[src/rtl/mnist_dlayer_pkg.sv]
// rtl/mnist_dlayer_pkg.sv - shared defaults and FSM state type for the dense-layer gather block
package mnist_dlayer_pkg;

  localparam int DEF_DATA_W  = 32;
  localparam int DEF_NUM_OUT = 20;

  typedef enum logic {
    ST_COLLECT = 1'b0,
    ST_WAIT    = 1'b1
  } state_t;

endpackage

[src/rtl/mnist_dlayer_relu.sv]
// rtl/mnist_dlayer_relu.sv - combinational ReLU clamp: negative two's-complement values become zero
module mnist_dlayer_relu
  import mnist_dlayer_pkg::*;
#(
  parameter int DATA_W = DEF_DATA_W
) (
  input  logic [DATA_W-1:0] din,
  output logic [DATA_W-1:0] dout
);

  assign dout = din[DATA_W-1] ? '0 : din;

endmodule

[src/rtl/mnist_dlayer_gather.sv]
// rtl/mnist_dlayer_gather.sv - serial-to-parallel result packer; ReLU on stored beats when MNIST_DLAYER_RELU_EN is defined
module mnist_dlayer_gather
  import mnist_dlayer_pkg::*;
#(
  parameter int DATA_W  = DEF_DATA_W,
  parameter int NUM_OUT = DEF_NUM_OUT,
  localparam int CNT_W  = $clog2(NUM_OUT + 1)
) (
  input  logic                      clk,
  input  logic                      rst_n,
  input  logic                      clr,
  input  logic                      in_valid,
  output logic                      in_ready,
  input  logic [DATA_W-1:0]         in_data,
  input  logic                      in_last,
  output logic                      out_valid,
  input  logic                      out_ready,
  output logic [NUM_OUT*DATA_W-1:0] out_data,
  output logic [CNT_W-1:0]          out_count,
  output logic                      out_short
);

  state_t                      state;
  logic [CNT_W-1:0]            cnt;
  logic [CNT_W-1:0]            pend_count;
  logic                        pend_short;
  logic [NUM_OUT*DATA_W-1:0]   acc;
  logic [NUM_OUT*DATA_W-1:0]   frame;
  logic [DATA_W-1:0]           beat;
  logic                        accept;
  logic                        done;
  logic                        last_slot;
  logic                        out_free;

`ifdef MNIST_DLAYER_RELU_EN
  mnist_dlayer_relu #(.DATA_W(DATA_W)) u_relu (
    .din  (in_data),
    .dout (beat)
  );
`else
  assign beat = in_data;
`endif

  assign in_ready  = (state == ST_COLLECT) && !clr;
  assign accept    = in_valid && in_ready;
  assign last_slot = (cnt == CNT_W'(NUM_OUT - 1));
  assign done      = accept && (last_slot || in_last);
  assign out_free  = !out_valid || out_ready;

  // Accumulator is kept zero above cnt, so a short frame's unused slots load as zero.
  always_comb begin
    frame = acc;
    for (int k = 0; k < NUM_OUT; k++) begin
      if (cnt == CNT_W'(k)) frame[k*DATA_W +: DATA_W] = beat;
    end
  end

  always_ff @(posedge clk or negedge rst_n) begin
    if (!rst_n) begin
      state      <= ST_COLLECT;
      cnt        <= '0;
      acc        <= '0;
      pend_count <= '0;
      pend_short <= 1'b0;
      out_valid  <= 1'b0;
      out_data   <= '0;
      out_count  <= '0;
      out_short  <= 1'b0;
    end else begin
      if (out_valid && out_ready) out_valid <= 1'b0;
      if (clr) begin
        state <= ST_COLLECT;
        cnt   <= '0;
        acc   <= '0;
      end else begin
        case (state)
          ST_COLLECT: begin
            if (accept) begin
              if (!done) begin
                acc <= frame;
                cnt <= cnt + CNT_W'(1);
              end else if (out_free) begin
                out_data  <= frame;
                out_valid <= 1'b1;
                out_count <= cnt + CNT_W'(1);
                out_short <= !last_slot;
                cnt       <= '0;
                acc       <= '0;
              end else begin
                acc        <= frame;
                pend_count <= cnt + CNT_W'(1);
                pend_short <= !last_slot;
                state      <= ST_WAIT;
              end
            end
          end
          ST_WAIT: begin
            // out_valid is always set here, so out_ready alone means the held frame leaves.
            if (out_ready) begin
              out_data  <= acc;
              out_valid <= 1'b1;
              out_count <= pend_count;
              out_short <= pend_short;
              cnt       <= '0;
              acc       <= '0;
              state     <= ST_COLLECT;
            end
          end
          default: state <= ST_COLLECT;
        endcase
      end
    end
  end

endmodule

[config.mk]
export PLATFORM = sky130hd
export DESIGN_NAME = mnist_dlayer_gather
export DESIGN_NICKNAME = d
export VERILOG_FILES = /design/src/rtl/mnist_dlayer_pkg.sv /design/src/rtl/mnist_dlayer_relu.sv /design/src/rtl/mnist_dlayer_gather.sv
export SDC_FILE = /design/constraint.sdc
export NUM_CORES = 2
export LEC_CHECK = 0
export ABC_AREA = 1
export BUFFER_PORTS_ARGS = -buffer_cell sky130_fd_sc_hd__buf_2
export CORE_AREA = 2 2 473 475
export DETAILED_ROUTE_END_ITERATION = 16
export DIE_AREA = 0 0 475 477
export SYNTH_ARGS = -nofsm -noshare
export SYNTH_HDL_FRONTEND = slang
export SYNTH_SLANG_ARGS = --single-unit
[constraint.sdc]
create_clock -name clk -period 3.32 [get_ports clk]
set_input_delay 0.498 -clock clk [delete_from_list [all_inputs] [get_ports clk]]
set_output_delay 0.498 -clock clk [all_outputs]
set_load 0.005 [all_outputs]
---- Yosys cells after proc, flatten, opt, wreduce, memory -nomap -nowiden ----
Cells that the tools add are included.
word-level totals
  flip-flop bits (word level) ............. 1299
  output and inout port bits .............. 648
  logic and storage cells ................. 113
cells by class
  add/subtract/negate cells ............... 1
  equal/unequal tests ..................... 26
  muxes and demuxes ....................... 60
  bitwise operators ....................... 3
  reduce and logical (&&, ||, !) cells .... 14
operators by type and width
  kind                   number
  $mux W640              9
  $pmux W640 S2          2
  $mux W32               20
  $mux W5                9
  $eq A5 B4 Y1 const B   8
  $eq A5 B3 Y1 const B   4
  $eq A5 B5 Y1 const B   4
  $pmux W5 S2            2
  $mux W1                15
  $eq A5 B2 Y1 const B   2
  $reduce_and A5 Y1      2
  $ne A2 B2 Y1 const B   4
  $ne A3 B3 Y1 const B   2
  $pmux W1 S2            3
  $add A5 B1 Y5 const B  1
  $eq A5 B1 Y1 const B   1
  $logic_not A5 Y1       1
  $logic_and A1 B1 Y1    4
  $ne A4 B4 Y1 const B   1
  $logic_not A1 Y1       3
  $not A1 Y1             3
  $reduce_and A3 Y1      1
  $logic_or A1 B1 Y1     2
  $reduce_and A2 Y1      1

---- Longest topological paths before layout ----
  depth in word-level cells ............... 8
  mapped depth ............................ 12
  gate-level depth less buffers ........... 10

---- Worst setup path before layout ----
Ideal clock, no wire load.
  kind .................................... register -> register
  from .................................... reg cnt[0]
  to ...................................... reg out_data[384]
  data arrival time ....................... 2042 ps
  required time ........................... 3202 ps
  path slack .............................. 1160 ps
  stages on the path, launching flop included .. 13
  period minus slack after synthesis ...... 2160 ps
  path through ............................ dfrtp_1 -> inv_1 -> ha_1 -> clkbuf_1 -> inv_1 -> nor2_1 -> clkbuf_1 -> clkbuf_1 -> nand3_1 -> nand3_1 -> nand2_1 -> nand3_1 -> nand2_1
between the ends
  cells in the longest elaborated chain, start to end .. 6
  elaborated cells on any way between the ends .. 11
RTL lines
  item                      line                       source
  start: declaration        mnist_dlayer_gather.sv:24  logic [CNT_W-1:0] cnt;
  start signal: assignment  mnist_dlayer_gather.sv:81  cnt <= cnt + CNT_W'(1);
  $eq A5 B4 Y1              mnist_dlayer_gather.sv:54  if (cnt == CNT_W'(k)) frame[k*DATA_W +: DATA_W] = beat;
  $mux W32                  mnist_dlayer_gather.sv:54
  $mux W640                 mnist_dlayer_gather.sv:82  end else if (out_free) begin
  $mux W640                 mnist_dlayer_gather.sv:79  if (!done) begin
  $mux W640                 mnist_dlayer_gather.sv:78  if (accept) begin
  $pmux W640 S2             mnist_dlayer_gather.sv:76  case (state)
  end signal: assignment    mnist_dlayer_gather.sv:83  out_data <= frame;
  end: declaration          mnist_dlayer_gather.sv:18  output logic [NUM_OUT*DATA_W-1:0] out_data,
Parallel ways exist; a longest one is shown, timed or not. The select of a mux whose other input is x is not followed.
A chain may end at the register's enable or synchronous reset.

---- Worst setup path in the final report ----
  from .................................... reg cnt[0]
  to ...................................... reg out_data[556]
between the ends
  cells in the longest elaborated chain, start to end .. 6
  elaborated cells on any way between the ends .. 11
RTL lines
  item           line
  $eq A5 B5 Y1   mnist_dlayer_gather.sv:54
  $mux W32       mnist_dlayer_gather.sv:54
  $mux W640      mnist_dlayer_gather.sv:82
  $mux W640      mnist_dlayer_gather.sv:79
  $mux W640      mnist_dlayer_gather.sv:78
  $pmux W640 S2  mnist_dlayer_gather.sv:76
Parallel ways exist; a longest one is shown, timed or not. The select of a mux whose other input is x is not followed.

==> impl_summary.md <==
Logic synthesis
For this run, the number of Yosys warnings is 0. For this run, asynchronously set or reset flops after synthesis account for 100.0%. The post-synthesis net count is 8571.

The most used flip-flop cell after synthesis is dfrtp_1. Summing the areas of all and, or, nand and nor instances in the mapped netlist gives 32.96% of the synthesized area. In this run the mean area of a mapped cell was ~7.5 sq um. The number of distinct library cells after synthesis is 23. In the synthesized netlist, the number of instances is approximately 8.5k. Summing the areas of all fa, ha and maj instances in the mapped netlist gives less than 1% of the synthesized area.

The synthesized design contains 0 enable-type register cells. The sequential element share of the synthesized area is 50.91%. The synthesized netlist devotes less than 1% of its cell area to XOR and XNOR gates. Multiplexer cells account for 0% of the synthesized area.

After synthesis, the largest family of logic cells by area is simple AND/OR/NAND/NOR gates. The number of synthesized register bits is between 1k and 1.5k. The synthesized netlist devotes under 10% of its cell area to compound gates.

The area of the mapped netlist is approximately 64000 sq um.

GRT
The largest net degree at the start of global routing is approximately 200. The total track usage is around 22%. The initial antenna violation count is 7.

The leftover overflow at the end of global routing is 0. The via count of the first global-routing pass is 58.12k. The global-route wire length before repair is about 380 mm.

Clocking
The longest clock path from root to sink contains 3 buffers. The clock drives ~1.3k sinks. The count of buffers added by post-CTS timing repair for setup is 0. TritonCTS created between 150 and 200 clock buffers. The number of gates resized after CTS was 0. The tree is rooted in a clkbuf_16.

Clock-pin slew was measured on the worst setup and hold paths at 0.06 ns. The H-tree generated during clock tree synthesis spans 4 levels. TritonCTS built the clock tree.

Clock latency on the worst-skew pair, taken at its later pin, is 0.84 ns.

STA
The number of max-slew violations in the final report is 0. The worst-case hold slack is approximately 0.15 ns. The clock skew after layout is 0.03920 ns. The final number of hold-violating endpoints is 0. The number of endpoints failing setup at the final stage is 0. The worst pin sits at a relative slew slack of between 10% and 20%. Once routing completed, OpenROAD measured the worst setup slack at around 0.33 ns. Counting I/O delays and the setup requirement, the final critical path takes 2.987 ns. Setup repair after global routing left no endpoint under its margin. The pin slew with the least headroom to its limit is approximately 1.3 ns. The portion of the clock cycle consumed by the worst path in the final layout is between 80% and 90%. For this run, the top clock speed supported by timing is 334.8 MHz. Summed over all failing endpoints, the final setup total negative slack is 0 ns.

Die
In this run the horizontal extent of the chip is around 480 um. 686 I/O pins were placed. The initial standard-cell utilization of the core is approximately 29%. In this run the core area contains 173 standard-cell rows. The die is about 480 um tall.

The total area inside the core boundary comes to approximately 220000 sq um. The floorplan step defined a die boundary enclosing roughly 230000 sq um.

Drt
The total detailed-routing wirelength is around 260 mm. The mean routed wirelength per cell is ~22 um. The via count is between 60k and 70k. The routed design uses between 100 and 150 mm of met2 wire. The total iterations of the first detailed-routing run is 9. The count of nets left with antenna violations once routing finished came out at 0. The routed design uses 20.91 mm of met3 wire. The initial detailed-routing violation count is roughly 7k.

For this block, wires on met1 add up to about 110 mm. The number of DRC violations after detailed routing is 0. The ratio of routed vias to standard cells is a little over 5.

The detailed router used layers up to and including met4.

Critical path
The arrival time at the worst endpoint is 3.71 ns. The required arrival time at the worst endpoint is just over 4 ns. The type of the setup path with the least slack is flip-flop to flip-flop. Along the worst path, the maximum fanout reaches 111. The type of element capturing the critical path is a flip-flop. The launch point of the worst path is cnt[0]$_DFFE_PN0P_. STA classifies the critical path startpoint as a flip-flop. The startpoint identified for the worst register-to-register timing path is cnt[0]$_DFFE_PN0P_.

Power
The total design power is 40.55 mW. The highest ir drop seen on vdd is ~500 uV. The leakage dissipation is ~42 nW. The power density over the cells is 534.0 nW/um^2.

Cells and area
Fill cells in the final layout number 22.91k. The post-route cell area is approximately 76000 sq um. For this run, the post-layout net count is ~8.9k. Once layout is complete, the cells apart from fillers number around 12k.

The share of the core filled with cells in the final layout is ~34%. The sequential standard cell area is between 30000 and 40000 sq um. In the final layout, the multi-input gates occupy 25930 sq um.

The growth of design area from synthesis to finish is 18.94%. Cells with a size suffix above 1 make up between 10% and 20% of the layout.

Placed design
The post-place instance area is 70910 sq um. The congestion estimate from routability-driven global placement came to around 0.8. Timing analysis after detailed placement gives a worst setup slack of approximately 0.36 ns. The quantity of I/O buffers inserted on ports is 685. The number of placed instances, taps included, is approximately 12k. The HPWL after detailed placement is ~160 mm.

Run
The tool flagged a number of max-cap violations equal to 0.

Hold path
The tightest min-delay check is of the input port to flip-flop type. In this run the most critical hold path is launched from out_ready.

Outcome
The run finished with clean final reports.
-- critical path, cell delays in order, from the launching register on --
cell and delay [ns]:
dfrtp_1 0.46, ha_1 0.28, inv_1 0.18, nor2_4 0.05, nand2_2 0.08, nand2_1 0.08
nand2_1 0.20, nand2_2 0.11, nand3_4 0.11, buf_12 0.18, buf_4 0.83, nand2_1 0.13
nand2_1 0.12
-- metal layers --
| layer | vias to the layer above | global-route usage (%) |
|---|---|---|
| met5 | - | 0 |
| met4 | 0 | 10.58 |
| met3 | 528 | 3.909 |
| met2 | 3040 | 33.16 |
| met1 | 30059 | 30.74 |
| li1 | 28370 | - |
-- registers in the layout, indices dropped and copies added, names as in the netlist --
name	flops
acc	640
state	1
out_count	5
out_data	640
pend_short	1
cnt	5
out_short	1
pend_count	5
out_valid	1
-- cell usage in the layout (no fill, tap or decap), drive strengths merged, types with 33 or more instances in the layout --
master and n:
nand2 3405, nand3 1545, dfrtp 1299, buf 932, inv 672, o22ai 608
clkbuf 204, o21ai 142, nand4 69, clkinv 39, a21oi 33
-- final timing paths --
kind	to	slack [ns]	cells after the start
worst max-delay path	out_data[556]$_DFFE_PN0P_	0.33	12
worst min register to register	out_data[620]$_DFFE_PN0P_	0.47	2
worst max register to register	out_data[556]$_DFFE_PN0P_	0.33	12
worst min-delay path	out_valid$_DFF_PN0_	0.15	4
max in group asynchronous	state$_DFF_PN0_	1.71	3
min in group asynchronous	acc[616]$_DFFE_PN0P_	0.23	2
-- cell families after synthesis --
| kind of cell | count (synthesis) |
|---|---|
| and+or+nand+nor | 5040 |
| AOI/OAI and AO/OA | 784 |
| adders and majority gates | 5 |
| DFF | 1299 |
| buffers and inverters | 1399 |
| xor gates and xnor gates | 1 |
-- cell type report --
type                    instances  share of cell area [%]
repair buffers                934                   8.238
well taps                    2975                   4.902
clock buffers                 204                   5.569
clock inverters                60                   1.015
flip-flops and latches       1299                   42.81
diodes                          5                 0.01648
multi-input cells            5830                   34.14
inverters                     664                   3.304
-- cells in the mapped netlist (3+ instances only) --
library cell,instances,share of area [%]
ha_1,5,0.098
o22ai_1,608,6.0
nor2_1,17,0.10
nand4_1,69,0.68
buf_1,29,0.17
clkbuf_1,487,2.9
a21oi_1,32,0.25
nand3_1,1544,12
inv_2,3,0.018
o21ai_0,142,1.1
nand2_1,3404,20
dfrtp_1,1299,51
buf_2,219,1.7
inv_1,661,3.9
-- what timing repair did --
item                                    CTS  global route
hold buffers                              2             0
hold endpoints to repair                 53             0
endpoints found under the setup margin    0             0
-- report_power, final --
group          switching [mW]  total [mW]  internal [mW]
Sequential              0.754        17.7           16.9
Combinational            4.00        5.80           1.80
Clock                    7.33        17.1           9.73
Note: power is estimated with default switching activity, not from simulation.
